<file path="config.mk">
export PLATFORM = sky130hd
export DESIGN_NAME = gcd_requester_flat
export DESIGN_NICKNAME = d
export VERILOG_FILES = /design/src/rtl/gcd_pkg.sv /design/src/rtl/gcd_requester_if.sv /design/src/rtl/gcd_requester.sv /design/src/flat_wrapper.sv
export SDC_FILE = /design/constraint.sdc
export NUM_CORES = 1
export LEC_CHECK = 0
export CELL_PAD_IN_SITES_DETAIL_PLACEMENT = 1
export CELL_PAD_IN_SITES_GLOBAL_PLACEMENT = 1
export CORE_ASPECT_RATIO = 1.1
export CORE_UTILIZATION = 25
export CTS_CLUSTER_SIZE = 10
export DETAILED_ROUTE_END_ITERATION = 6
export HOLD_SLACK_MARGIN = 0.12
export PLACE_DENSITY_LB_ADDON = 0.1
export SETUP_SLACK_MARGIN = 0.1
export SYNTH_ARGS = -nofsm -noshare
export SYNTH_HDL_FRONTEND = slang
export SYNTH_SLANG_ARGS = --single-unit
</file>
<file path="constraint.sdc">
create_clock -name clk -period 2.7 [get_ports clk]
set_input_delay 0.54 -clock clk [delete_from_list [all_inputs] [get_ports clk]]
set_output_delay 0.54 -clock clk [all_outputs]
set_load 0.02 [all_outputs]
</file>
<file path="src/rtl/gcd_pkg.sv">
// Shared definitions for the GCD engine and its requester.
// Default width and requester state encoding.
package gcd_pkg;

    localparam int GCD_WIDTH = 32;

    typedef enum logic [2:0] {
        REQ_IDLE  = 3'd0,
        REQ_ISSUE = 3'd1,
        REQ_WAIT  = 3'd2,
        REQ_HOLD  = 3'd3,
        REQ_DRAIN = 3'd4
    } req_state_e;

endpackage

</file>
<file path="src/rtl/gcd_requester_if.sv">
// Operand and result valid/ready streams of the GCD requester.
// slave = the requester side, master = the upstream/downstream side.
interface gcd_requester_if #(
    parameter int WIDTH = gcd_pkg::GCD_WIDTH
) ();

    logic             in_valid;
    logic             in_ready;
    logic [WIDTH-1:0] in_a;
    logic [WIDTH-1:0] in_b;
    logic             out_valid;
    logic             out_ready;
    logic [WIDTH-1:0] out_result;
    logic             out_error;

    modport slave (
        input  in_valid,
        input  in_a,
        input  in_b,
        input  out_ready,
        output in_ready,
        output out_valid,
        output out_result,
        output out_error
    );

    modport master (
        output in_valid,
        output in_a,
        output in_b,
        output out_ready,
        input  in_ready,
        input  out_valid,
        input  out_result,
        input  out_error
    );

endinterface

</file>
<file path="src/rtl/gcd_requester.sv">
// Client-side controller for the start/done GCD engine.
// Bypasses b == 0 locally and times out a hung engine.
module gcd_requester
    import gcd_pkg::*;
#(
    parameter int WIDTH   = GCD_WIDTH,
    parameter int TIMEOUT = 64
) (
    input  logic             clk,
    input  logic             reset_n,
    gcd_requester_if.slave   io,
    output logic [WIDTH-1:0] gcd_a,
    output logic [WIDTH-1:0] gcd_b,
    output logic             gcd_start,
    input  logic             gcd_done,
    input  logic [WIDTH-1:0] gcd_result,
    output logic             busy
);

    localparam int CW = $clog2(TIMEOUT + 1);
    localparam logic [CW-1:0] CNT_LAST = CW'(TIMEOUT - 1);

    localparam logic [2:0] S_IDLE  = REQ_IDLE;
    localparam logic [2:0] S_ISSUE = REQ_ISSUE;
    localparam logic [2:0] S_WAIT  = REQ_WAIT;
    localparam logic [2:0] S_HOLD  = REQ_HOLD;
    localparam logic [2:0] S_DRAIN = REQ_DRAIN;

    logic [2:0]       state;
    logic [CW-1:0]    cnt;
    logic             drain;
    logic [WIDTH-1:0] res_q;
    logic             err_q;

    assign io.in_ready   = (state == S_IDLE);
    assign io.out_valid  = (state == S_HOLD);
    assign io.out_result = res_q;
    assign io.out_error  = err_q;
    assign busy          = (state != S_IDLE);

    always_ff @(posedge clk or negedge reset_n) begin
        if (!reset_n) begin
            state     <= S_IDLE;
            cnt       <= '0;
            drain     <= 1'b0;
            res_q     <= '0;
            err_q     <= 1'b0;
            gcd_a     <= '0;
            gcd_b     <= '0;
            gcd_start <= 1'b0;
        end else begin
            gcd_start <= 1'b0;
            unique case (state)
                S_IDLE: begin
                    if (io.in_valid) begin
                        gcd_a <= io.in_a;
                        gcd_b <= io.in_b;
                        if (io.in_b == '0) begin
                            res_q <= io.in_a;
                            err_q <= 1'b0;
                            state <= S_HOLD;
                        end else begin
                            gcd_start <= 1'b1;
                            state     <= S_ISSUE;
                        end
                    end
                end
                S_ISSUE: begin
                    cnt   <= '0;
                    state <= S_WAIT;
                end
                // done has priority over the timeout in the same cycle
                S_WAIT: begin
                    if (gcd_done) begin
                        res_q <= gcd_result;
                        err_q <= 1'b0;
                        state <= S_HOLD;
                    end else if (cnt == CNT_LAST) begin
                        res_q <= '0;
                        err_q <= 1'b1;
                        drain <= 1'b1;
                        state <= S_HOLD;
                    end else begin
                        cnt <= cnt + 1'b1;
                    end
                end
                S_HOLD: begin
                    if (io.out_ready) begin
                        cnt   <= '0;
                        state <= drain ? S_DRAIN : S_IDLE;
                    end
                end
                // swallow a late done from the timed-out request
                S_DRAIN: begin
                    if (gcd_done || cnt == CNT_LAST) begin
                        drain <= 1'b0;
                        state <= S_IDLE;
                    end else begin
                        cnt <= cnt + 1'b1;
                    end
                end
                default: begin
                    drain <= 1'b0;
                    state <= S_IDLE;
                end
            endcase
        end
    end

endmodule

</file>
<file path="src/flat_wrapper.sv">
// flat-port wrapper written by rule: the top's interface ports become plain ports
module gcd_requester_flat import gcd_pkg::*;
#(
    parameter int WIDTH   = GCD_WIDTH,
    parameter int TIMEOUT = 64
)
  (clk, reset_n, gcd_a, gcd_b, gcd_start, gcd_done, gcd_result, busy, io_in_valid, io_in_a, io_in_b, io_out_ready, io_in_ready, io_out_valid, io_out_result, io_out_error);
  gcd_requester_if #(.WIDTH(WIDTH)) io_i ();
  input  logic clk;
  input  logic reset_n;
  output logic [WIDTH-1:0] gcd_a;
  output logic [WIDTH-1:0] gcd_b;
  output logic gcd_start;
  input  logic gcd_done;
  input  logic [WIDTH-1:0] gcd_result;
  output logic busy;
  input wire logic [$bits(io_i.in_valid)-1:0] io_in_valid;
  input wire logic [$bits(io_i.in_a)-1:0] io_in_a;
  input wire logic [$bits(io_i.in_b)-1:0] io_in_b;
  input wire logic [$bits(io_i.out_ready)-1:0] io_out_ready;
  output wire logic [$bits(io_i.in_ready)-1:0] io_in_ready;
  output wire logic [$bits(io_i.out_valid)-1:0] io_out_valid;
  output wire logic [$bits(io_i.out_result)-1:0] io_out_result;
  output wire logic [$bits(io_i.out_error)-1:0] io_out_error;
  assign io_i.in_valid = io_in_valid;
  assign io_i.in_a = io_in_a;
  assign io_i.in_b = io_in_b;
  assign io_i.out_ready = io_out_ready;
  assign io_in_ready = io_i.in_ready;
  assign io_out_valid = io_i.out_valid;
  assign io_out_result = io_i.out_result;
  assign io_out_error = io_i.out_error;
  gcd_requester #(.WIDTH(WIDTH), .TIMEOUT(TIMEOUT)) u_core (.clk(clk), .reset_n(reset_n), .io(io_i), .gcd_a(gcd_a), .gcd_b(gcd_b), .gcd_start(gcd_start), .gcd_done(gcd_done), .gcd_result(gcd_result), .busy(busy));
endmodule
</file>
# --- Yosys cells after proc, flatten, opt, wreduce, memory -nomap -nowiden ---
# Index checks and enable logic that the tools add are counted.
classes:
  addsub: 1
  multipliers: 0
  div_mod_pow: 0
  magnitude_cmp: 0
  n_eq_ne: 14
  shift: 0
  muxes: 29
  n_bitwise: 1
  n_reduce_logical: 12
op_table:
  columns: ["cell", "n"]
  rows:
  - ["two-way mux 32 bit", 4]
  - ["one-hot mux 32 bit (2 select lines)", 1]
  - ["logical NOT 32 bit", 1]
  - ["two-way mux 7 bit", 4]
  - ["one-hot mux 7 bit (4 select lines)", 1]
  - ["two-way mux 3 bit", 6]
  - ["one-hot mux 3 bit (5 select lines)", 1]
  - ["AND reduction 4 bit", 3]
  - ["inequality test 2 bit (second input constant)", 5]
  - ["two-way mux 1 bit", 9]
  - ["adder 7 x 1 -> 7 bit (second input constant)", 1]
  - ["equality test 7 x 6 -> 1 bit (second input constant)", 1]
  - ["equality test 3 x 2 -> 1 bit (second input constant)", 2]
  - ["inequality test 2 x 1 -> 1 bit (second input constant)", 3]
  - ["AND reduction 5 bit", 1]
  - ["nonzero test 4 bit", 1]
  - ["equality test 3 x 1 -> 1 bit (second input constant)", 1]
  - ["equality test 3 bit (second input constant)", 1]
  - ["logical NOT 3 bit", 1]
  - ["inequality test 3 x 2 -> 1 bit (second input constant)", 1]
  - ["one-hot mux 1 bit (3 select lines)", 1]
  - ["nonzero test 3 bit", 1]
  - ["OR reduction 3 bit", 1]
  - ["two-way mux 2 bit", 1]
  - ["other kinds (5)", 5]
word_totals:
  reg_bits: 109
  latch_bits: 0
  ramBits: 0
  mem_bits_ro: 0
  input_bits: 101
  out_inout_bits: 101
  mem_count: 0

# --- Depth between registers and ports, before layout ---
# Gate-level depths: netlist (run 1).
logic_depth:
  word_depth: 4
  ltp_mapped: 8
  mapped_depth_nobuf: 6

# --- Worst setup path before layout (run 1) ---
# Ideal clock, no wire load.
synth_path:
  path_kind: "register to register"
  startpoint: "reg u_core.state[1]"
  endpoint: "reg u_core.gcd_a[10]"
  setup_time_ps: 125
  t_arrival_ps: 2034
  t_required_ps: 2575
  slack_ps: 541
  path_stages_with_launch: 8
  path_buffers: 3
  period_less_slack_ps: 2159
  cell_sequence: "dfrtp_1 > buf_2 > or3_1 > inv_1 > and2_1 > buf_2 > buf_4 > mux2_2"
synth_between:
  elab_chain_len: 2
synth_lines:
  columns: ["item", "line", "text"]
  rows:
  - ["start: declaration", "gcd_requester.sv:29", "logic [2:0] state;"]
  - ["start signal: assignment", "gcd_requester.sv:90", "state <= drain ? S_DRAIN : S_IDLE;"]
  - ["logical NOT 3 bit", null, null]
  - ["net io_in_ready", "flat_wrapper.sv:21", "output wire logic [$bits(io_i.in_ready)-1:0] io_in_ready;"]
  - ["AND reduction 2 bit (no source line)", null, null]
  - ["end signal: assignment", "gcd_requester.sv:56", "gcd_a <= io.in_a;"]
  - ["end: declaration", "gcd_requester.sv:12", "output logic [WIDTH-1:0] gcd_a,"]
# The timed path passes the listed nets, and every way through them passes these cells.
# A chain may end at the register's enable or synchronous reset.

# --- Final worst setup path (run 1) ---
layout_path:
  startpoint: "reg u_core.state[2]"
  endpoint: "out io_out_valid"
layout_between:
  elab_chain_len: 1
layout_lines:
  columns: ["item", "line", "text"]
  rows:
  - ["equality test 3 x 2 -> 1 bit", "gcd_requester.sv:36", "assign io.out_valid = (state == S_HOLD);"]
  - ["end: declaration", "flat_wrapper.sv:22", "output wire logic [$bits(io_i.out_valid)-1:0] io_out_valid;"]
# Every way passes these cells.

==> flow_summary.ini, run 1 <==
[status]
status = completed

[critical_path]
worstPathCellList = nor2_1 -> nand2_1 -> inv_1 -> clkdlybuf4s50_1
crit-reg2reg-launch = u_core.cnt[0]
critPathLaunch = u_core.state[2]
end_kind = output port
critPathMaxFanout = 10
cpMaxStageDelayCell = clkdlybuf4s50_1
max_stage_delay_ns = 0.60
worst_setup_path_start_kind = register
cpLargestDelayFamily = buffers and inverters
path_class = reg2out
crit_arrival_ns = 1.87
critPathBufInv = 2
critPathRequiredTime_ns = 2.16

[timing]
setup_viol = 0
holdWs_ns = 0.168
hold_viol = 0
drv_slew = 0
rsz0062_at_grt = no
fin_crit_ns = 2.41
fin_ws_ns = 0.292
fin_crit_sh = 0.892
totalNegativeSetupSlack_ns = 0
fmax_mhz = 415
clock_skew_ns = 0.0107
tightest_slew_ns = 0.600
max_slew_margin = 0.600

[power_and_ir_drop]
p_leak_nw = 3.12
finalPower_mw = 8.97
vdd_ir_drop_max_mv = 0.427
power_density_nw_per_um2 = 1200

[grt]
grt_overflow = 0
antenna_found_initial = 1
grt_pass1_wl_mm = 23.5
grt_max_degree = 45
grt_pass1_vias = 4343
grt.total_usage = 0.154

[floorplanning]
fp.dieH_um = 148
fp.dieW_um = 134
rows = 52
coreArea_um2 = 18600
die_area_um2 = 19800
ios = 202
start_util = 0.259

[logic_synthesis]
synth_edf_count = 0
postSynthAreaPerCell_um2 = 12.0
yosysTopAreaCell = dfrtp_1
netlist_top_cells_count = dfrtp_1 (109), mux2_2 (87), nand2_1 (72)
synth_top_flop_cell = dfrtp_1
syn_inst = 400
synth-async-reset-ratio = 1.00
ys_seq_area_frac = 0.566
synth_top_area_share = 0.566
ys_top_cells_by_area = dfrtp_1 (57%), mux2_2 (20%), nand2_1 (5.6%)
synth_area_um2 = 4820
yosysMostFrequentCell = dfrtp_1
synth_fp_nets = 502
ys_ff_latch = 109
yosys_warnings = 0
synth_cell_types = 38

[detailed_routing]
routed_wl_mm = 14.6
num_vias = 3800
route.detailed.drc = 0
viasPerCell = 4.45
first_pass_iters = 2
drtIter0Drc = 91
antenna_violating_nets_post_route = 0
wl_per_cell_um = 17.1

[placed_design]
io_buffers = 201
pre_cts_ws_ns = 0.000277
gp_routability_congestion = 0.721
hpwl_mm = 10.7

[worst_hold_path]
hold_path.class = in2async

[layout]
drive_above_1_share = 0.212
fin_nets = 706
multi_input_area_um2 = 1940
area_growth_pct = 54.9
fillers = 2034
final_util = 0.401
regArea_um2 = 2730

[cts]
cts_buffer_depth = 2
cts_sinks = 109
clk_latency_ns = 0.35
clockRootBuffer = clkbuf_16
cts_tree = yes
ctsHtreeMaxLevel = 3
hold_buffers = 0
cts.clk_slew.worst_paths_ns = 0.08
cts_buffers = 9

[flow_run]
max_cap_violations = 0
## timing repair
action	CTS	global route
endpoints found under the setup margin	1	2
setup buffers	0	3
cloned	0	0
pin swaps	0	0
gates resized for setup	1	1
## cells by family after synthesis
logic type | share of synthesized area
AO/OA/AOI/OAI | 0.0691
XOR/XNOR | 0.00182
adder cells (fa/ha/maj) | 0.00260
buffers and inverters | 0.0335
flip-flops | 0.566
multiplexers | 0.226
AND/OR/NAND/NOR | 0.100
## layout make-up
cell class	count	area share
Sequential cell	109	0.366
Clock buffer	12	0.0344
Inverter	5	0.00251
Multi-Input combinational cell	262	0.260
Tap cell	243	0.0407
Antenna cell	1	0.000335
Timing Repair Buffer	217	0.292
Clock inverter	4	0.00419
## worst register-to-register path: stages, from the launching register on
cell,delay [ns]
dfrtp_1,0.38
ha_1,0.22
and4b_1,0.24
a21oi_2,0.09
a2111oi_4,0.43
o31ai_4,0.14
buf_12,0.20
mux2_1,0.34
## sequential cells by signal, summed over array words and instances, names as in the netlist
register	flops
u_core.io.out_error	1
u_core.gcd_a	32
u_core.drain	1
u_core.gcd_b	32
u_core.gcd_start	1
u_core.state	3
u_core.cnt	7
u_core.io.out_result	32
## per-layer routing
metal  share of wire  vias to the layer above  global-route usage
met5               0                        -                   0
met4           0.017                        0              0.0562
met3           0.093                       15              0.0566
met2            0.45                      139               0.245
met1            0.44                     1840               0.191
li1                -                     1806                   -
## power breakdown
part	internal, mW	leakage [nW]	switching, mW	total [mW]
Clock	0.684	0.143	0.626	1.31
Sequential	2.43	1.31	0.452	2.88
Combinational	2.49	1.66	2.29	4.78
Total	5.60	3.12	3.37	8.97
## placed cells by master, fill, tap and decap left out, types with 2 or more instances in the layout
cell             synthesis  layout
clkdlybuf4s50_1          0     199
mux2_1                   9       9
a21oi_1                  4       4
nor3_1                   3       3
and3_2                   2       2
nand3_1                  3       3
inv_1                    5       5
nand2_1                 72      72
nand4_1                  2       2
buf_4                    5      13
o21ai_0                 36      36
nor2_1                   8       8
nor4_1                   8       8
clkbuf_16                0       9
or3_1                    5       4
and2_2                   2       3
a31oi_1                  3       3
clkinv_4                 0       2
clkbuf_8                 0       2
mux2_2                  87      87
dfrtp_1                109     108
buf_12                   0       4
## worst paths after layout
check	end	slack [ns]	depth (start not counted)
min in group clk	u_core.io.out_result[31]	0.50	1
worst min-delay path	u_core.io.out_result[9]	0.17	1
max in group asynchronous	u_core.io.out_result[27]	1.74	2
worst min register to register	u_core.io.out_result[31]	0.50	1
worst max register to register	u_core.io.out_result[20]	0.53	7
worst max-delay path	io_out_valid	0.29	4
## metrics by stage
step / instance area [um^2] / instances
floorplan: 4820 / 400
global placement: 7150 / 833
detailed placement: 7150 / 833
CTS: 7440 / 849
global route: 7460 / 852
finish: 7460 / 853
Power figures use the tool's default switching activity.
==> run 2: changes to the inputs <==
Clock period 2.7 ns to 3.1 ns, I/O delays scaled along.
==> flow_summary.ini, run 2 (synthesis gave the netlist of run 1 again) <==
[floorplanning]
rows = 52
die_area_um2 = 19800
coreArea_um2 = 18600
fp.dieW_um = 134
fp.dieH_um = 148
start_util = 0.259
ios = 202

[critical_path]
cpMaxStageDelayCell = clkdlybuf4s50_1
cpLargestDelayFamily = buffers and inverters
path_class = reg2out
critPathRequiredTime_ns = 2.48
worstPathCellList = or3_1 -> inv_1 -> clkdlybuf4s50_1
max_stage_delay_ns = 0.62
worst_setup_path_start_kind = register
critPathMaxFanout = 12
critPathBufInv = 2
end_kind = output port
crit_arrival_ns = 2.04

[detailed_routing]
first_pass_iters = 4
routed_wl_mm = 14.6
antenna_violating_nets_post_route = 0
num_vias = 3829
wl_per_cell_um = 17.3
route.detailed.drc = 0
viasPerCell = 4.54
drtIter0Drc = 59

[grt]
grt_max_degree = 66
antenna_found_initial = 0
grt_pass1_vias = 4133
grt_overflow = 0
grt.total_usage = 0.150
grt_pass1_wl_mm = 22.7

[flow_run]
max_cap_violations = 0

[timing]
drv_slew = 0
fin_crit_sh = 0.857
fin_crit_ns = 2.66
hold_viol = 0
max_slew_margin = 0.297
holdWs_ns = 0.306
totalNegativeSetupSlack_ns = 0
setup_viol = 0
clock_skew_ns = 0.0126
fmax_mhz = 377
tightest_slew_ns = 1.06
rsz0062_at_grt = no

[layout]
final_common_cell = clkdlybuf4s50_1
diodes = 0
final_util = 0.398
final_cell_mix = clkdlybuf4s50_1 (200), dfrtp_1 (109), mux2_2 (87)
fin_nets = 697
drive_above_1_share = 0.200
design_area_um2 = 7400
area_growth_pct = 53.6

[cts]
clockRootBuffer = clkbuf_16
cts_sinks = 109
postCtsSetupBuffers = 0
clk_latency_ns = 0.35
cts_tree = yes
cts_buffers = 9
cts_buffer_depth = 2
ctsHtreeMaxLevel = 3
hold_buffers = 0
cts.repair.resized = 0
cts.clk_slew.worst_paths_ns = 0.08

[power_and_ir_drop]
power_density_nw_per_um2 = 1060
p_leak_nw = 3.07
vdd_ir_drop_max_mv = 0.365
finalPower_mw = 7.85

[placed_design]
post_dp_cell_area_um2 = 7080
hpwl_mm = 10.3
gp_routability_congestion = 0.705
io_buffers = 201

[status]
status = completed

[worst_hold_path]
hold_path.class = in2async
## run 2: per-stage QoR
step                instances  setup slack, ns
global placement          827            0.375
detailed placement        827            0.340
CTS                       843            0.413
floorplan                 400            0.941
global route              843            0.346
finish                    843            0.445
## run 2: area by class of cell
type / instances / area (um^2)
Fill cell: 2017 / 11200
Sequential cell: 109 / 2730
Timing Repair Buffer: 208 / 2090
Multi-Input combinational cell: 262 / 1940
Tap cell: 243 / 304
Clock buffer: 12 / 267
Clock inverter: 4 / 53.8
Inverter: 5 / 18.8
## run 2: power by group
group	total (mW)	switching (mW)	internal (mW)	leakage, nW
logic	4.12	2.00	2.11	1.60
registers	2.49	0.371	2.11	1.31
clock network	1.25	0.552	0.699	0.157
total	7.85	2.93	4.93	3.07
## run 2: worst paths after layout
kind / startpoint / cells after the start / slack, ns / endpoint
worst max-delay path: u_core.state[0] / 3 / 0.44 / io_in_ready
worst min-delay path: reset_n / 1 / 0.31 / u_core.gcd_a[9]
worst max register to register: u_core.state[0] / 4 / 0.81 / u_core.io.out_result[31]
worst min register to register: u_core.io.out_result[31] / 1 / 0.49 / u_core.io.out_result[31]
max in group asynchronous: reset_n / 2 / 1.98 / u_core.io.out_result[13]
min in group clk: u_core.io.out_result[31] / 1 / 0.49 / u_core.io.out_result[31]
## run 2: worst reg2reg max path, delay by kind of cell, from the launching register on
family	cells	cell delay (ns)
and+or+nand+nor	2	1.19
muxes	1	0.34
DFF	1	0.51
AOI/OAI and AO/OA	1	0.14
## run 2: per-layer routing
metal	track usage	part of all wire
met5	0	0
met3	0.0607	0.096
met1	0.186	0.43
met4	0.0489	0.011
met2	0.238	0.46
